===== src/rtl/tabuleiro_pkg.sv =====
// Shared constants, FSM encoding and helpers for the battleship shot resolver.
// Cell layout: bit SHIP marks a ship cell, bit HIT marks a cell already fired at.
package tabuleiro_pkg;

    localparam int BOARD_DIM_DEF = 8;
    localparam int MAX_PECAS_DEF = 11;

    localparam int SHIP = 1;
    localparam int HIT  = 0;

    typedef enum logic [1:0] {
        IDLE   = 2'd0,
        LOOKUP = 2'd1,
        UPDATE = 2'd2
    } state_t;

    // True when both coordinates fall inside a dim x dim board (dim up to 16).
    function automatic logic coord_ok(input logic [3:0] x, input logic [3:0] y, input int dim);
        return ({1'b0, x} < 5'(dim)) && ({1'b0, y} < 5'(dim));
    endfunction

endpackage


===== src/rtl/tabuleiro_mem.sv =====
// One player's board: BOARD_DIM x BOARD_DIM cells of {ship, hit}, with a
// combinational read port, a set-ship/set-hit write port and a synchronous wipe.
module tabuleiro_mem
    import tabuleiro_pkg::*;
#(
    parameter int BOARD_DIM = BOARD_DIM_DEF
) (
    input  logic       clk,
    input  logic       reset,
    input  logic       clear,
    input  logic [3:0] rd_x,
    input  logic [3:0] rd_y,
    output logic [1:0] rd_cell,
    input  logic [3:0] wr_x,
    input  logic [3:0] wr_y,
    input  logic       set_ship,
    input  logic       set_hit
);

    localparam int CELLS = BOARD_DIM * BOARD_DIM;
    localparam int IDXW  = $clog2(CELLS);

    logic [IDXW-1:0] rd_idx;
    logic [IDXW-1:0] wr_idx;
    logic            wr_ok;
    logic [1:0]      cell_arr [CELLS];

    assign rd_idx = IDXW'(rd_y) * IDXW'(BOARD_DIM) + IDXW'(rd_x);
    assign wr_idx = IDXW'(wr_y) * IDXW'(BOARD_DIM) + IDXW'(wr_x);
    assign wr_ok  = coord_ok(wr_x, wr_y, BOARD_DIM);

    // Out-of-range reads alias other cells after truncation, so they read as empty.
    assign rd_cell = coord_ok(rd_x, rd_y, BOARD_DIM) ? cell_arr[rd_idx] : 2'b00;

    genvar gi;
    generate
        for (gi = 0; gi < CELLS; gi++) begin : g_cell
            logic [1:0] cell_reg;
            logic       sel;

            assign sel = wr_ok && (wr_idx == IDXW'(gi));

            always_ff @(posedge clk or negedge reset) begin
                if (!reset) begin
                    cell_reg <= 2'b00;
                end else if (clear) begin
                    cell_reg <= 2'b00;
                end else if (sel) begin
                    if (set_ship) cell_reg[SHIP] <= 1'b1;
                    if (set_hit)  cell_reg[HIT]  <= 1'b1;
                end
            end

            assign cell_arr[gi] = cell_reg;
        end
    endgenerate

endmodule


===== src/rtl/tabuleiro_resolvedor.sv =====
// Holds both boards and piece counts; accepts ship placements and resolves
// shots with a fixed IDLE -> LOOKUP -> UPDATE sequence, answering hit/miss.
module tabuleiro_resolvedor
    import tabuleiro_pkg::*;
#(
    parameter int BOARD_DIM = BOARD_DIM_DEF,
    parameter int MAX_PECAS = MAX_PECAS_DEF
) (
    input  logic       clk,
    input  logic       reset,
    input  logic       clear,
    input  logic       place_valid,
    input  logic       place_player,
    input  logic [3:0] place_x,
    input  logic [3:0] place_y,
    output logic       place_err,
    input  logic       tiro_valid,
    output logic       tiro_ready,
    input  logic       tiro_player,
    input  logic [3:0] coord_tiroX,
    input  logic [3:0] coord_tiroY,
    output logic       resp_valid,
    output logic       acertou_tiro,
    output logic       repetido,
    output logic       invalido,
    output logic [3:0] qtd_P1,
    output logic [3:0] qtd_P2,
    output logic       fim_jogo,
    output logic       vencedor
);

    state_t     state_reg;
    state_t     state_next;

    logic       shooter_reg;
    logic [3:0] x_reg;
    logic [3:0] y_reg;
    logic [1:0] tgt_reg;
    logic       in_range_reg;

    logic [3:0] qtd_p1_reg;
    logic [3:0] qtd_p2_reg;
    logic       fim_reg;
    logic       vencedor_reg;
    logic       acertou_reg;
    logic       repetido_reg;
    logic       invalido_reg;
    logic       resp_valid_reg;
    logic       place_err_reg;

    logic       ready;
    logic       shot_accept;
    logic [3:0] mem_rd_x;
    logic [3:0] mem_rd_y;
    logic [1:0] rd_cell_arr [2];
    logic [1:0] set_ship_vec;
    logic [1:0] set_hit_vec;

    logic [1:0] place_cell;
    logic [3:0] place_cnt;
    logic       place_req;
    logic       place_bad;
    logic       place_ok;
    logic       place_rej;

    logic       target;
    logic [1:0] tgt_cell;
    logic       hit_write;
    logic       is_hit;

    // ---------------- FSM ----------------
    always_ff @(posedge clk or negedge reset) begin
        if (!reset) begin
            state_reg <= IDLE;
        end else begin
            state_reg <= state_next;
        end
    end

    always_comb begin
        state_next = state_reg;
        ready      = 1'b0;
        case (state_reg)
            IDLE: begin
                ready = ~fim_reg;
                if (tiro_valid && !fim_reg) state_next = LOOKUP;
            end
            LOOKUP:  state_next = UPDATE;
            UPDATE:  state_next = IDLE;
            default: state_next = IDLE;
        endcase
        if (clear) state_next = IDLE;
    end

    assign shot_accept = tiro_valid & ready;

    // ---------------- Board storage ----------------
    // In IDLE the shared read port serves placement checks; otherwise the latched shot.
    assign mem_rd_x = (state_reg == IDLE) ? place_x : x_reg;
    assign mem_rd_y = (state_reg == IDLE) ? place_y : y_reg;

    genvar gi;
    generate
        for (gi = 0; gi < 2; gi++) begin : g_board
            assign set_ship_vec[gi] = place_ok  & (place_player == 1'(gi));
            assign set_hit_vec[gi]  = hit_write & (target == 1'(gi));

            tabuleiro_mem #(
                .BOARD_DIM (BOARD_DIM)
            ) u_mem (
                .clk      (clk),
                .reset    (reset),
                .clear    (clear),
                .rd_x     (mem_rd_x),
                .rd_y     (mem_rd_y),
                .rd_cell  (rd_cell_arr[gi]),
                .wr_x     (mem_rd_x),
                .wr_y     (mem_rd_y),
                .set_ship (set_ship_vec[gi]),
                .set_hit  (set_hit_vec[gi])
            );
        end
    endgenerate

    // ---------------- Placement ----------------
    assign place_cell = rd_cell_arr[place_player];
    assign place_cnt  = place_player ? qtd_p2_reg : qtd_p1_reg;
    // A simultaneous accepted shot silently swallows the placement.
    assign place_req  = place_valid & ~shot_accept;
    assign place_bad  = (state_reg != IDLE) | fim_reg
                      | ~coord_ok(place_x, place_y, BOARD_DIM)
                      | place_cell[SHIP]
                      | (place_cnt == 4'(MAX_PECAS));
    assign place_ok   = place_req & ~place_bad;
    assign place_rej  = place_req &  place_bad;

    // ---------------- Shot resolution ----------------
    // Player 0 fires at board 1 and vice versa.
    assign target    = ~shooter_reg;
    assign tgt_cell  = rd_cell_arr[target];
    assign hit_write = (state_reg == UPDATE) & in_range_reg & ~tgt_reg[HIT];
    assign is_hit    = hit_write & tgt_reg[SHIP];

    always_ff @(posedge clk or negedge reset) begin
        if (!reset) begin
            shooter_reg    <= 1'b0;
            x_reg          <= 4'd0;
            y_reg          <= 4'd0;
            tgt_reg        <= 2'b00;
            in_range_reg   <= 1'b0;
            acertou_reg    <= 1'b0;
            repetido_reg   <= 1'b0;
            invalido_reg   <= 1'b0;
            resp_valid_reg <= 1'b0;
            place_err_reg  <= 1'b0;
        end else if (clear) begin
            shooter_reg    <= 1'b0;
            x_reg          <= 4'd0;
            y_reg          <= 4'd0;
            tgt_reg        <= 2'b00;
            in_range_reg   <= 1'b0;
            acertou_reg    <= 1'b0;
            repetido_reg   <= 1'b0;
            invalido_reg   <= 1'b0;
            resp_valid_reg <= 1'b0;
            place_err_reg  <= 1'b0;
        end else begin
            place_err_reg  <= place_rej;
            resp_valid_reg <= 1'b0;
            if (shot_accept) begin
                shooter_reg <= tiro_player;
                x_reg       <= coord_tiroX;
                y_reg       <= coord_tiroY;
            end
            if (state_reg == LOOKUP) begin
                tgt_reg      <= tgt_cell;
                in_range_reg <= coord_ok(x_reg, y_reg, BOARD_DIM);
            end
            if (state_reg == UPDATE) begin
                resp_valid_reg <= 1'b1;
                invalido_reg   <= ~in_range_reg;
                repetido_reg   <= in_range_reg & tgt_reg[HIT];
                acertou_reg    <= is_hit;
            end
        end
    end

    // Placement increments and hit decrements live in different FSM states.
    always_ff @(posedge clk or negedge reset) begin
        if (!reset) begin
            qtd_p1_reg   <= 4'd0;
            qtd_p2_reg   <= 4'd0;
            fim_reg      <= 1'b0;
            vencedor_reg <= 1'b0;
        end else if (clear) begin
            qtd_p1_reg   <= 4'd0;
            qtd_p2_reg   <= 4'd0;
            fim_reg      <= 1'b0;
            vencedor_reg <= 1'b0;
        end else begin
            if (place_ok) begin
                if (place_player) qtd_p2_reg <= qtd_p2_reg + 4'd1;
                else              qtd_p1_reg <= qtd_p1_reg + 4'd1;
            end
            if (is_hit) begin
                if (target) qtd_p2_reg <= qtd_p2_reg - 4'd1;
                else        qtd_p1_reg <= qtd_p1_reg - 4'd1;
                if ((target ? qtd_p2_reg : qtd_p1_reg) == 4'd1) begin
                    fim_reg      <= 1'b1;
                    vencedor_reg <= shooter_reg;
                end
            end
        end
    end

    assign tiro_ready   = ready;
    assign place_err    = place_err_reg;
    assign resp_valid   = resp_valid_reg;
    assign acertou_tiro = acertou_reg;
    assign repetido     = repetido_reg;
    assign invalido     = invalido_reg;
    assign qtd_P1       = qtd_p1_reg;
    assign qtd_P2       = qtd_p2_reg;
    assign fim_jogo     = fim_reg;
    assign vencedor     = vencedor_reg;

endmodule


===== config.mk =====
export PLATFORM = sky130hd
export DESIGN_NAME = tabuleiro_resolvedor
export DESIGN_NICKNAME = d
export VERILOG_FILES = /design/src/rtl/tabuleiro_pkg.sv /design/src/rtl/tabuleiro_mem.sv /design/src/rtl/tabuleiro_resolvedor.sv
export SDC_FILE = /design/constraint.sdc
export NUM_CORES = 1
export LEC_CHECK = 0
export ABC_AREA = 1
export CORE_ASPECT_RATIO = 1.5
export CORE_UTILIZATION = 45
export DETAILED_ROUTE_END_ITERATION = 12
export MAX_ROUTING_LAYER = met4
export SYNTH_ARGS = -nofsm -noshare
export SYNTH_HDL_FRONTEND = slang
export SYNTH_SLANG_ARGS = --single-unit

===== constraint.sdc =====
create_clock -name clk -period 3.8 [get_ports clk]
set_input_delay 0.38 -clock clk [delete_from_list [all_inputs] [get_ports clk]]
set_output_delay 0.38 -clock clk [all_outputs]
set_load 0.01 [all_outputs]

==> flow_metrics.py <==
metrics = {
    "yosys": {
        "ys_ff_latch": 285,
        "syn_inst": 1882,
        "ys_warn_count": 0,
        "ys_seq_area_share_pct": 49.21,
        "synth_cell_types": 34,
        "synth_area_um2": 14490,
        "synthesis.nets": 1911,
        "synth_area_per_cell_um2": 7.701,
    },
    "worst_setup_path": {
        "path_cells": "nor2_4 -> o21ai_0 -> ha_1 -> ha_1 -> xnor2_2 -> inv_2 -> nor2_1 -> inv_2 -> nor2_1 -> nor2_1 -> nand3_1 -> nand2_1 -> nor2_4 -> buf_12 -> buf_12 -> nand4_1 -> a21oi_1",
        "critPathMaxFanout": 45,
        "r2r_cells": 17,
        "critPathArrivalTime_ps": 3790,
        "crit_path_top_delay_cell": "dfrtp_1",
        "cp-end-kind": "flip-flop",
        "crit_type": "flip-flop to flip-flop",
        "startpoint_type": "flip-flop",
        "critical_path.most_common_cell": "nor2_1",
        "critPathMaxStageDelay_ps": 440,
        "worstPathRequired_ps": 4280,
    },
    "outcome": {
        "outcome": "completed",
    },
    "route": {
        "drt_first_pass_iters": 5,
        "wl_met3_um": 2315,
        "num_vias": 13067,
        "routed_wl_um": 44730,
        "drtAntennaViolNets": 0,
        "route.detailed.drc": 0,
        "post_drt_wl_per_cell_um": 19.43,
        "drtIter0Drc": 1082,
        "routed_via_density": 5.676,
        "wl_met2_um": 22310,
        "top_layer_used": "met4",
        "met1_length_um": 18240,
    },
    "grt": {
        "grt_antenna_before_repair": 0,
        "grt_pass1_wl_um": 71300,
        "grt_usage_pct": 28.59,
        "grt.overflow.total": 0,
        "grt_max_degree": 98,
        "grt_pass1_vias": 12730,
    },
    "layout": {
        "multiInputGateArea_um2": 5932,
        "largest_reg_flops": 256,
        "final_layout_size_suffix_gt1_share_pct": 6.871,
        "fillerInstances": 3054,
        "final_nets": 1900,
        "num_antenna_cells": 0,
        "area.sequential_um2": 7132,
        "syn2layout_area_growth_pct": 12.88,
    },
    "power_and_ir_drop": {
        "power_density_nw_per_um2": 443.1,
        "p_leak_uw": 0.007289,
        "p_total_uw": 7249,
        "vdd_ir_drop_max_mv": 0.2779,
    },
    "floorplan": {
        "die_y_um": 221.8,
        "dieArea_um2": 32940,
        "rows": 80,
        "io_pins": 39,
        "die_w_um": 148.5,
        "core_area_um2": 31730,
        "start_util_pct": 45.67,
    },
    "sta": {
        "slew_headroom_pct": 36.86,
        "finalWorstPathRequiredPeriod_ps": 3315,
        "max_slew.worst_pin.slew_ps": 947.2,
        "fin_tns_setup_ps": 0,
        "fin_crit_sh_pct": 87.23,
        "finClkSkew_ps": 26.77,
        "setup_viol": 0,
        "rsz0062_at_grt": "no",
        "drv_slew": 0,
        "hold_viol": 0,
        "fmax_mhz": 301.7,
    },
    "clock_tree": {
        "cts_made_buffers": 29,
        "cts_tree": "yes",
        "clkSinkCount": 285,
        "cts-root-buf": "clkbuf_16",
        "cts_buffer_depth": 3,
        "cts.clk_slew.worst_paths_ps": 70,
        "cts_resized": 0,
        "clk_latency_ps": 580,
        "cts_max_level": 1,
    },
    "placed_design": {
        "gp_congestion": 0.9102,
        "hpwl_um": 28830,
        "port_buffers": 38,
    },
    "worst_hold_path": {
        "hold_path.class": "input pin to async pin",
    },
    "run": {
        "cap_violations": 0,
    },
}
## cells in the final DEF, fill, tap and decap left out, types with 4 or more instances in the layout
| cell | n |
|---|---|
| nor2_2 | 6 |
| ha_1 | 6 |
| clkbuf_8 | 12 |
| clkinv_2 | 6 |
| buf_4 | 32 |
| buf_12 | 14 |
| clkdlybuf4s50_1 | 35 |
| o221ai_1 | 32 |
| clkbuf_16 | 29 |
| nand2_1 | 451 |
| inv_1 | 229 |
| nor3_1 | 8 |
| o21ai_1 | 20 |
| nor2_1 | 163 |
| dfrtp_1 | 285 |
| o21ai_2 | 4 |
| nand3_1 | 32 |
| a21oi_1 | 275 |
| a22oi_1 | 32 |
| nand4_1 | 137 |
| o21ai_0 | 44 |
| inv_2 | 9 |
## cell type report
class                   count  area share (%)
inverters                 239           5.484
repair buffers             85           5.591
well taps                 410           3.136
clock buffers              42           5.407
multi-input cells        1231           36.26
flip-flops and latches    285           43.59
clock inverters            10          0.5277
## routing by layer
metal | vias to the layer above | global-route usage (%)
li1 | 6166 | -
met2 | 435 | 46.88
met5 | - | -
met3 | 107 | 2.737
met1 | 6359 | 35.63
met4 | 0 | 12.70
## cells by family after synthesis
group	after synthesis	share of synthesized area, %
adders and majority gates	6	0.5180
and+or+nand+nor	808	24.04
xor gates and xnor gates	4	0.2936
AOI/OAI and AO/OA	413	15.80
buffers and inverters	366	10.14
DFF	285	49.21
## critical path, delay by kind of cell, from the launching register on
family,cells,cell delay (ps)
simple gates,8,1270
buf+inv,4,520
flops,1,440
fa+ha+maj,2,400
compound gates,2,280
xor+xnor,1,270
## path summary, 6_finish.rpt
check | end | startpoint | slack (ps)
max | g_board[0].u_mem.g_cell[2].cell_reg[1] | state_reg[0] | 490
min | qtd_P2[2] | reset | 330
max reg2reg | g_board[0].u_mem.g_cell[2].cell_reg[1] | state_reg[0] | 490
min reg2reg | vencedor | vencedor | 490
max in group asynchronous | g_board[0].u_mem.g_cell[6].cell_reg[0] | reset | 2480
min in group clk | y_reg[3] | coord_tiroY[3] | 370
## report_power, final
group | internal [uW] | total (uW) | switching (uW) | leakage (uW)
Clock | 1680 | 2930 | 1260 | 0.000489
Sequential | 3050 | 3070 | 15.4 | 0.00397
Combinational | 353 | 1250 | 895 | 0.00283
## Yosys cell counts, drive strengths merged
master | count | share of area (%)
a21boi | 1 | 0.052
a21oi | 275 | 9.5
a22oi | 32 | 1.7
and2 | 1 | 0.043
buf | 52 | 2.0
clkbuf | 75 | 1.9
clkinv | 2 | 0.052
dfrtp | 285 | 49
ha | 6 | 0.52
inv | 237 | 6.1
nand2 | 457 | 12
nand3 | 32 | 1.1
nand3b | 1 | 0.052
nand4 | 137 | 5.9
nor2 | 171 | 4.6
nor3 | 9 | 0.35
o21a | 1 | 0.052
o21ai | 69 | 2.5
o221ai | 32 | 1.9
o22ai | 2 | 0.086
o41ai | 1 | 0.060
xnor2 | 1 | 0.11
xor2 | 3 | 0.18
## what timing repair did
action,4_1_cts,5_1_grt
hold buffers,1,0
endpoints found under the hold margin,74,0
setup endpoints to repair,0,28
buffers inserted,0,4
## through the flow
step / area [um2] / util, % / setup WS (ps) / std cells / hold WS (ps)
floorplan: 14490 / - / 849.9 / 1882 / 84.41
global placement: 15350 / 48.37 / 334.4 / 2245 / 390.7
detailed placement: 15350 / 48.37 / 313.3 / 2245 / 388.2
CTS: 16330 / 51.46 / 295.5 / 2298 / 353.6
global route: 16360 / 51.56 / 132.1 / 2302 / 391.9
finish: 16360 / 51.56 / 485.4 / 2302 / 333.9
No activity file was read; power rests on OpenSTA's default activity.
